<file path="src/rtl/eth_frame_receiver.sv">
// Ethernet frame receiver: SFD lock, header capture/filter, FCS-stripped payload stream, CRC-32/length status.
// Payload byte N leaves one cycle after byte N+4 is sampled; never backpressures (one byte per cycle).
module eth_frame_receiver #(
    parameter int unsigned MIN_PAYLOAD = 46,
    parameter int unsigned MAX_PAYLOAD = 1500
) (
    input  logic        clk,
    input  logic        rst,
    input  logic [7:0]  rx_data,
    input  logic        rx_valid,
    input  logic [47:0] my_mac,
    input  logic        promisc,
    output logic [47:0] dst_mac,
    output logic [47:0] src_mac,
    output logic [15:0] ethertype,
    output logic        hdr_valid,
    output logic [7:0]  pl_data,
    output logic        pl_valid,
    output logic [15:0] pl_count,
    output logic        frame_done,
    output logic        frame_ok,
    output logic        crc_err,
    output logic        len_err
);

    typedef enum logic [2:0] {
        S_IDLE,
        S_PRE,
        S_HDR,
        S_PAYLOAD,
        S_DROP
    } state_t;

    localparam logic [31:0] CRC_INIT    = 32'hFFFF_FFFF;
    localparam logic [31:0] CRC_RESIDUE = 32'hDEBB_20E3;

    // Reflected CRC-32, data bit 0 first.
    function automatic logic [31:0] crc32_byte(input logic [31:0] crc, input logic [7:0] d);
        logic [31:0] c;
        c = crc;
        for (int i = 0; i < 8; i++) begin
            if (c[0] ^ d[i]) c = (c >> 1) ^ 32'hEDB8_8320;
            else             c = c >> 1;
        end
        return c;
    endfunction

    state_t        state_q, state_d;
    logic [111:0]  hdr_q, hdr_d;
    logic [3:0]    hdr_cnt_q, hdr_cnt_d;
    logic [31:0]   crc_q, crc_d;
    logic [31:0]   dl_q, dl_d;
    logic [2:0]    dl_cnt_q, dl_cnt_d;
    logic [15:0]   fwd_cnt_q, fwd_cnt_d;
    logic [7:0]    pl_data_q, pl_data_d;
    logic          pl_valid_q, pl_valid_d;
    logic          hdr_valid_q, hdr_valid_d;
    logic          frame_done_q, frame_done_d;
    logic          frame_ok_q, frame_ok_d;
    logic          crc_err_q, crc_err_d;
    logic          len_err_q, len_err_d;
    logic [15:0]   pl_count_q, pl_count_d;

    logic [111:0]  hdr_shift;
    logic [47:0]   dst_next;
    logic          addr_match;
    logic [31:0]   crc_next;
    logic [15:0]   fwd_inc;
    logic          crc_bad;
    logic          len_bad;

    always_comb begin
        state_d      = state_q;
        hdr_d        = hdr_q;
        hdr_cnt_d    = hdr_cnt_q;
        crc_d        = crc_q;
        dl_d         = dl_q;
        dl_cnt_d     = dl_cnt_q;
        fwd_cnt_d    = fwd_cnt_q;
        pl_data_d    = pl_data_q;
        pl_valid_d   = 1'b0;
        hdr_valid_d  = 1'b0;
        frame_done_d = 1'b0;
        frame_ok_d   = frame_ok_q;
        crc_err_d    = crc_err_q;
        len_err_d    = len_err_q;
        pl_count_d   = pl_count_q;

        hdr_shift  = {hdr_q[103:0], rx_data};
        dst_next   = hdr_shift[111:64];
        addr_match = promisc || (dst_next == my_mac) || (dst_next == 48'hFFFF_FFFF_FFFF);
        crc_next   = crc32_byte(crc_q, rx_data);
        fwd_inc    = (fwd_cnt_q == 16'hFFFF) ? fwd_cnt_q : fwd_cnt_q + 16'd1;
        crc_bad    = (crc_q != CRC_RESIDUE);
        // Under four bytes after the header means the FCS itself is missing.
        len_bad    = (dl_cnt_q != 3'd4) ||
                     (32'(fwd_cnt_q) < MIN_PAYLOAD) ||
                     (32'(fwd_cnt_q) > MAX_PAYLOAD);

        case (state_q)
            S_IDLE: begin
                if (rx_valid) state_d = (rx_data == 8'h55) ? S_PRE : S_DROP;
            end

            S_PRE: begin
                if (!rx_valid) begin
                    state_d = S_IDLE;
                end else if (rx_data == 8'hD5) begin
                    state_d   = S_HDR;
                    hdr_cnt_d = 4'd0;
                    crc_d     = CRC_INIT;
                    dl_d      = 32'd0;
                    dl_cnt_d  = 3'd0;
                    fwd_cnt_d = 16'd0;
                end else if (rx_data != 8'h55) begin
                    state_d = S_DROP;
                end
            end

            S_HDR: begin
                if (rx_valid) begin
                    hdr_d     = hdr_shift;
                    crc_d     = crc_next;
                    hdr_cnt_d = hdr_cnt_q + 4'd1;
                    if (hdr_cnt_q == 4'd13) begin
                        if (addr_match) begin
                            hdr_valid_d = 1'b1;
                            state_d     = S_PAYLOAD;
                        end else begin
                            state_d = S_DROP;
                        end
                    end
                end else begin
                    frame_done_d = 1'b1;
                    frame_ok_d   = 1'b0;
                    crc_err_d    = 1'b1;
                    len_err_d    = 1'b1;
                    pl_count_d   = 16'd0;
                    state_d      = S_IDLE;
                end
            end

            S_PAYLOAD: begin
                if (rx_valid) begin
                    crc_d = crc_next;
                    dl_d  = {dl_q[23:0], rx_data};
                    if (dl_cnt_q == 3'd4) begin
                        pl_data_d  = dl_q[31:24];
                        pl_valid_d = (32'(fwd_cnt_q) < MAX_PAYLOAD);
                        fwd_cnt_d  = fwd_inc;
                    end else begin
                        dl_cnt_d = dl_cnt_q + 3'd1;
                    end
                end else begin
                    frame_done_d = 1'b1;
                    pl_count_d   = fwd_cnt_q;
                    crc_err_d    = crc_bad;
                    len_err_d    = len_bad;
                    frame_ok_d   = !crc_bad && !len_bad;
                    state_d      = S_IDLE;
                end
            end

            S_DROP: begin
                if (!rx_valid) state_d = S_IDLE;
            end

            default: state_d = S_IDLE;
        endcase
    end

    always_ff @(posedge clk or posedge rst) begin
        if (rst) begin
            state_q      <= S_IDLE;
            hdr_q        <= '0;
            hdr_cnt_q    <= '0;
            crc_q        <= CRC_INIT;
            dl_q         <= '0;
            dl_cnt_q     <= '0;
            fwd_cnt_q    <= '0;
            pl_data_q    <= '0;
            pl_valid_q   <= 1'b0;
            hdr_valid_q  <= 1'b0;
            frame_done_q <= 1'b0;
            frame_ok_q   <= 1'b0;
            crc_err_q    <= 1'b0;
            len_err_q    <= 1'b0;
            pl_count_q   <= '0;
        end else begin
            state_q      <= state_d;
            hdr_q        <= hdr_d;
            hdr_cnt_q    <= hdr_cnt_d;
            crc_q        <= crc_d;
            dl_q         <= dl_d;
            dl_cnt_q     <= dl_cnt_d;
            fwd_cnt_q    <= fwd_cnt_d;
            pl_data_q    <= pl_data_d;
            pl_valid_q   <= pl_valid_d;
            hdr_valid_q  <= hdr_valid_d;
            frame_done_q <= frame_done_d;
            frame_ok_q   <= frame_ok_d;
            crc_err_q    <= crc_err_d;
            len_err_q    <= len_err_d;
            pl_count_q   <= pl_count_d;
        end
    end

    assign dst_mac    = hdr_q[111:64];
    assign src_mac    = hdr_q[63:16];
    assign ethertype  = hdr_q[15:0];
    assign hdr_valid  = hdr_valid_q;
    assign pl_data    = pl_data_q;
    assign pl_valid   = pl_valid_q;
    assign pl_count   = pl_count_q;
    assign frame_done = frame_done_q;
    assign frame_ok   = frame_ok_q;
    assign crc_err    = crc_err_q;
    assign len_err    = len_err_q;

endmodule

</file>
<file path="config.mk">
export PLATFORM = sky130hd
export DESIGN_NAME = eth_frame_receiver
export DESIGN_NICKNAME = d
export VERILOG_FILES = /design/src/rtl/eth_frame_receiver.sv
export SDC_FILE = /design/constraint.sdc
export NUM_CORES = 1
export LEC_CHECK = 0
export ABC_AREA = 1
export CORE_UTILIZATION = 42
export DETAILED_ROUTE_END_ITERATION = 10
export GPL_TIMING_DRIVEN = 0
export HOLD_SLACK_MARGIN = 0.08
export PLACE_DENSITY = 0.69
export RECOVER_POWER = 50
export SKIP_LAST_GASP = 1
export SLEW_MARGIN = 5
export SYNTH_ARGS = -nofsm -noshare
export SYNTH_HDL_FRONTEND = slang
export SYNTH_SLANG_ARGS = --single-unit
</file>
<file path="constraint.sdc">
create_clock -name clk -period 7.4 [get_ports clk]
set_input_delay 1.48 -clock clk [delete_from_list [all_inputs] [get_ports clk]]
set_output_delay 1.48 -clock clk [all_outputs]
set_load 0.1 [all_outputs]
</file>
==> impl_metrics.csv <==
group,metric,value,unit
critical_path,cp_max_fo,40,
global_routing,grt_pass1_vias,9493,
critical_path,critPathBufInv,5,
timing,min_period,4.34,ns
pwr,irDropWorstVdd,199,uV
finish,final_cell_mix,"nand2_1, dfrtp_1, clkdlybuf4s50_1, inv_1, o21ai_0",
timing,max_slew_margin,-44.8,%
timing,max_freq,0.231,GHz
clocking,clk_pin_slew,0.06,ns
pwr,cell_internal_pwr,0.00276,W
clocking,cts.repair.resized,0,
synth,synth_cell_types,43,
global_routing,antenna_found_initial,0,
critical_path,required,8.09,ns
placement,dp_slack,3.83,ns
floorplanning,die_area,27800,sq um
synth,ys_seq_area_share,51.2,%
timing,rsz0062_at_grt,"no",
timing,finalHoldViolations,0,
clocking,h-tree-depth,1,
timing,fin_ws,3.06,ns
finish,instances_no_fill,1979,
clocking,cts_tree,"built",
outcome,status,"complete, but fails checks",
clocking,cts.sinks,232,
placement,dp.cells,1934,
clocking,cts_buffers,25,
synth,synthCells,1394,
routing,route.detailed.drc,0,
critical_path,arrival,5.03,ns
pwr,leakage,7.10,nW
finish,n_fill_cell,2427,
pwr,power.share.clock,28.6,%
critical_path,cp_top_family,"buffers and inverters",
pwr,p_sw,0.00173,W
routing,vias,9922,
critical_path,endpoint_kind,"asynchronous set/reset pin",
floorplanning,initial_core_util,43.3,%
clocking,clockRootBuffer,"clkbuf_16",
clocking,cts_setup_buffers,0,
clocking,clockBufferDepth,3,
synth,synthArstFlopShare,100,%
critical_path,crit_top_cell,"buf_12",
routing,firstDrtPassIters,5,
floorplanning,die_h,167,um
floorplanning,boundaryPins,202,
finish,fin_nets,1691,
routing,via_per_inst,5.01,
routing,wl_per_cell,16.4,um
timing,drv_slew,74,
routing,final_antenna_net_count,0,
pwr,combPwrFrac,34.0,%
global_routing,grt.overflow.total,0,
critical_path,criticalPathCategory,"in -> async",
pwr,p_per_area,304,nW/um^2
finish,antenna_cells,0,
timing,period_share,58.6,%
outcome,violations,"capacitance limit, slew limit",
placement,gp_congestion,0.916,
synth,yosysWarnings,0,
critical_path,cp-start-kind,"primary input",
synth,synth_edf_count,0,
global_routing,grt_pass1_wl,51600,um
synth,syn-num-nets,1459,
finish,drive_above_1_share,7.91,%
synth,avgSynthCellArea,8.19,sq um
timing,setup_tns,0,ns
worst_hold_path,hp-class,"reg -> reg",
finish,final_common_cell,"nand2_1",
clocking,hold_buffers,0,
routing,wl,32500,um
finish,syn_to_final_growth,29.1,%
critical_path,cpPeakStageDelay,1.62,ns
clocking,insertion_delay,0.52,ns
critical_path,cp_slowest_cell,"clkbuf_1",
routing,drt_iter0_drc,670,
floorplanning,row_count,59,
finish,final_util,55.9,%
pwr,swShare,38.5,%
floorplanning,fp.coreArea,26400,sq um
global_routing,grt_max_degree,41,
critical_path,crit_chain,"dlygate4sd3_1 -> clkinvlp_2 -> clkbuf_1 -> buf_12 -> buf_12",
global_routing,grtUsageTotal,23.2,%
synth,synth_top_flop_cell,"dfrtp_1",
timing,finalSetupViolCount,0,
placement,port_buffers,199,
pwr,power_frac_seq,37.4,%
placement,hpwl,24500,um
timing,max_slew.worst_pin.slew,2.17,ns
synth,ys_ff_latch,232,
timing,holdWs,0.469,ns
floorplanning,die_w,167,um
synth,syn_area,11400,sq um
run,maxCapViolCount,2,
timing,fin_skew,0.0186,ns
==> worst paths after layout <==
kind | cells after the start | start | slack (ns) | to
max | 5 | rst | 3.06 | hdr_q[93]
min | 2 | hdr_q[107] | 0.47 | hdr_q[107]
max reg2reg | 9 | state_q[1] | 4.96 | hdr_q[26]
min reg2reg | 2 | hdr_q[107] | 0.47 | hdr_q[107]
max in group clk | 1 | hdr_q[76] | 3.62 | dst_mac[12]
min in group asynchronous | 2 | rst | 1.72 | fwd_cnt_q[14]
==> routing by layer <==
metal	track usage, %	share of wire, %	vias up
met5	0	0	-
met3	3.23	5.7	49
met2	40.1	49	310
met1	30.3	43	4757
li1	-	-	4806
met4	6.28	2.2	0
==> power groups by stage <==
stage                     clock network [W]  registers, W  logic [W]
after CTS                           0.00131       0.00167    0.00153
after detailed placement                  0       0.00169    0.00152
after global placement                    0       0.00169    0.00148
after floorplan                           0       0.00207   0.000736
final                               0.00128       0.00168    0.00152
after global routing                0.00136       0.00170    0.00164
==> kinds of logic (layout without fill, tap and decap cells) <==
group	Yosys count	after routing	synth area share [%]
adder cells (fa/ha/maj)	5	5	0.548
flip-flops	232	232	51.2
XOR/XNOR	110	110	9.06
AO/OA/AOI/OAI	158	158	7.94
buffers and inverters	219	469	7.76
AND/OR/NAND/NOR	670	670	23.5
==> per-stage QoR <==
step	total power, W	cell area, sq um
final	0.00448	14700
after global routing	0.00470	14700
after CTS	0.00451	14800
after detailed placement	0.00321	14000
after global placement	0.00317	13800
after floorplan	0.00281	11400
==> worst min-delay path, stage by stage (launching register included) <==
cell,delay [ns]
dfrtp_1,0.34
nand2_1,0.05
nand2_1,0.04
==> sequential cells by signal (all words and copies together), names as in the netlist, 3 cells and up <==
register	count
fwd_cnt_q	16
hdr_q	112
state_q	3
hdr_cnt_q	4
crc_q	32
pl_count	16
pl_data	8
dl_cnt_q	3
dl_q	32
==> layout make-up <==
cell class | count | area (sq um) | share of cell area, %
plain buffers | 48 | 236 | 1.60
clock buffers | 34 | 709 | 4.81
clock inverters | 11 | 140 | 0.951
inverters | 171 | 643 | 4.36
multi-input cells | 943 | 4680 | 31.8
flip-flops and latches | 232 | 5850 | 39.7
well taps | 335 | 419 | 2.84
repair buffers | 205 | 2060 | 14.0
==> synthesized netlist by cell type (8+ instances only) <==
cell type    n  share of area, %
dfstp_2     32               7.4
nand3_1     37               1.6
buf_2       23               1.0
inv_2        9              0.30
clkbuf_1    19              0.62
nor3_1      15              0.66
o21ai_1     12              0.53
nand2_1    509                17
nor2_1      73               2.4
o21ai_0     79               3.5
xor2_1      48               3.7
xnor2_1     54               4.1
inv_1      160               5.3
o22ai_1     42               2.3
a22o_1       8              0.61
nand4_1     15              0.82
dfrtp_1    200                44
No activity file was read; power rests on OpenSTA's default activity.
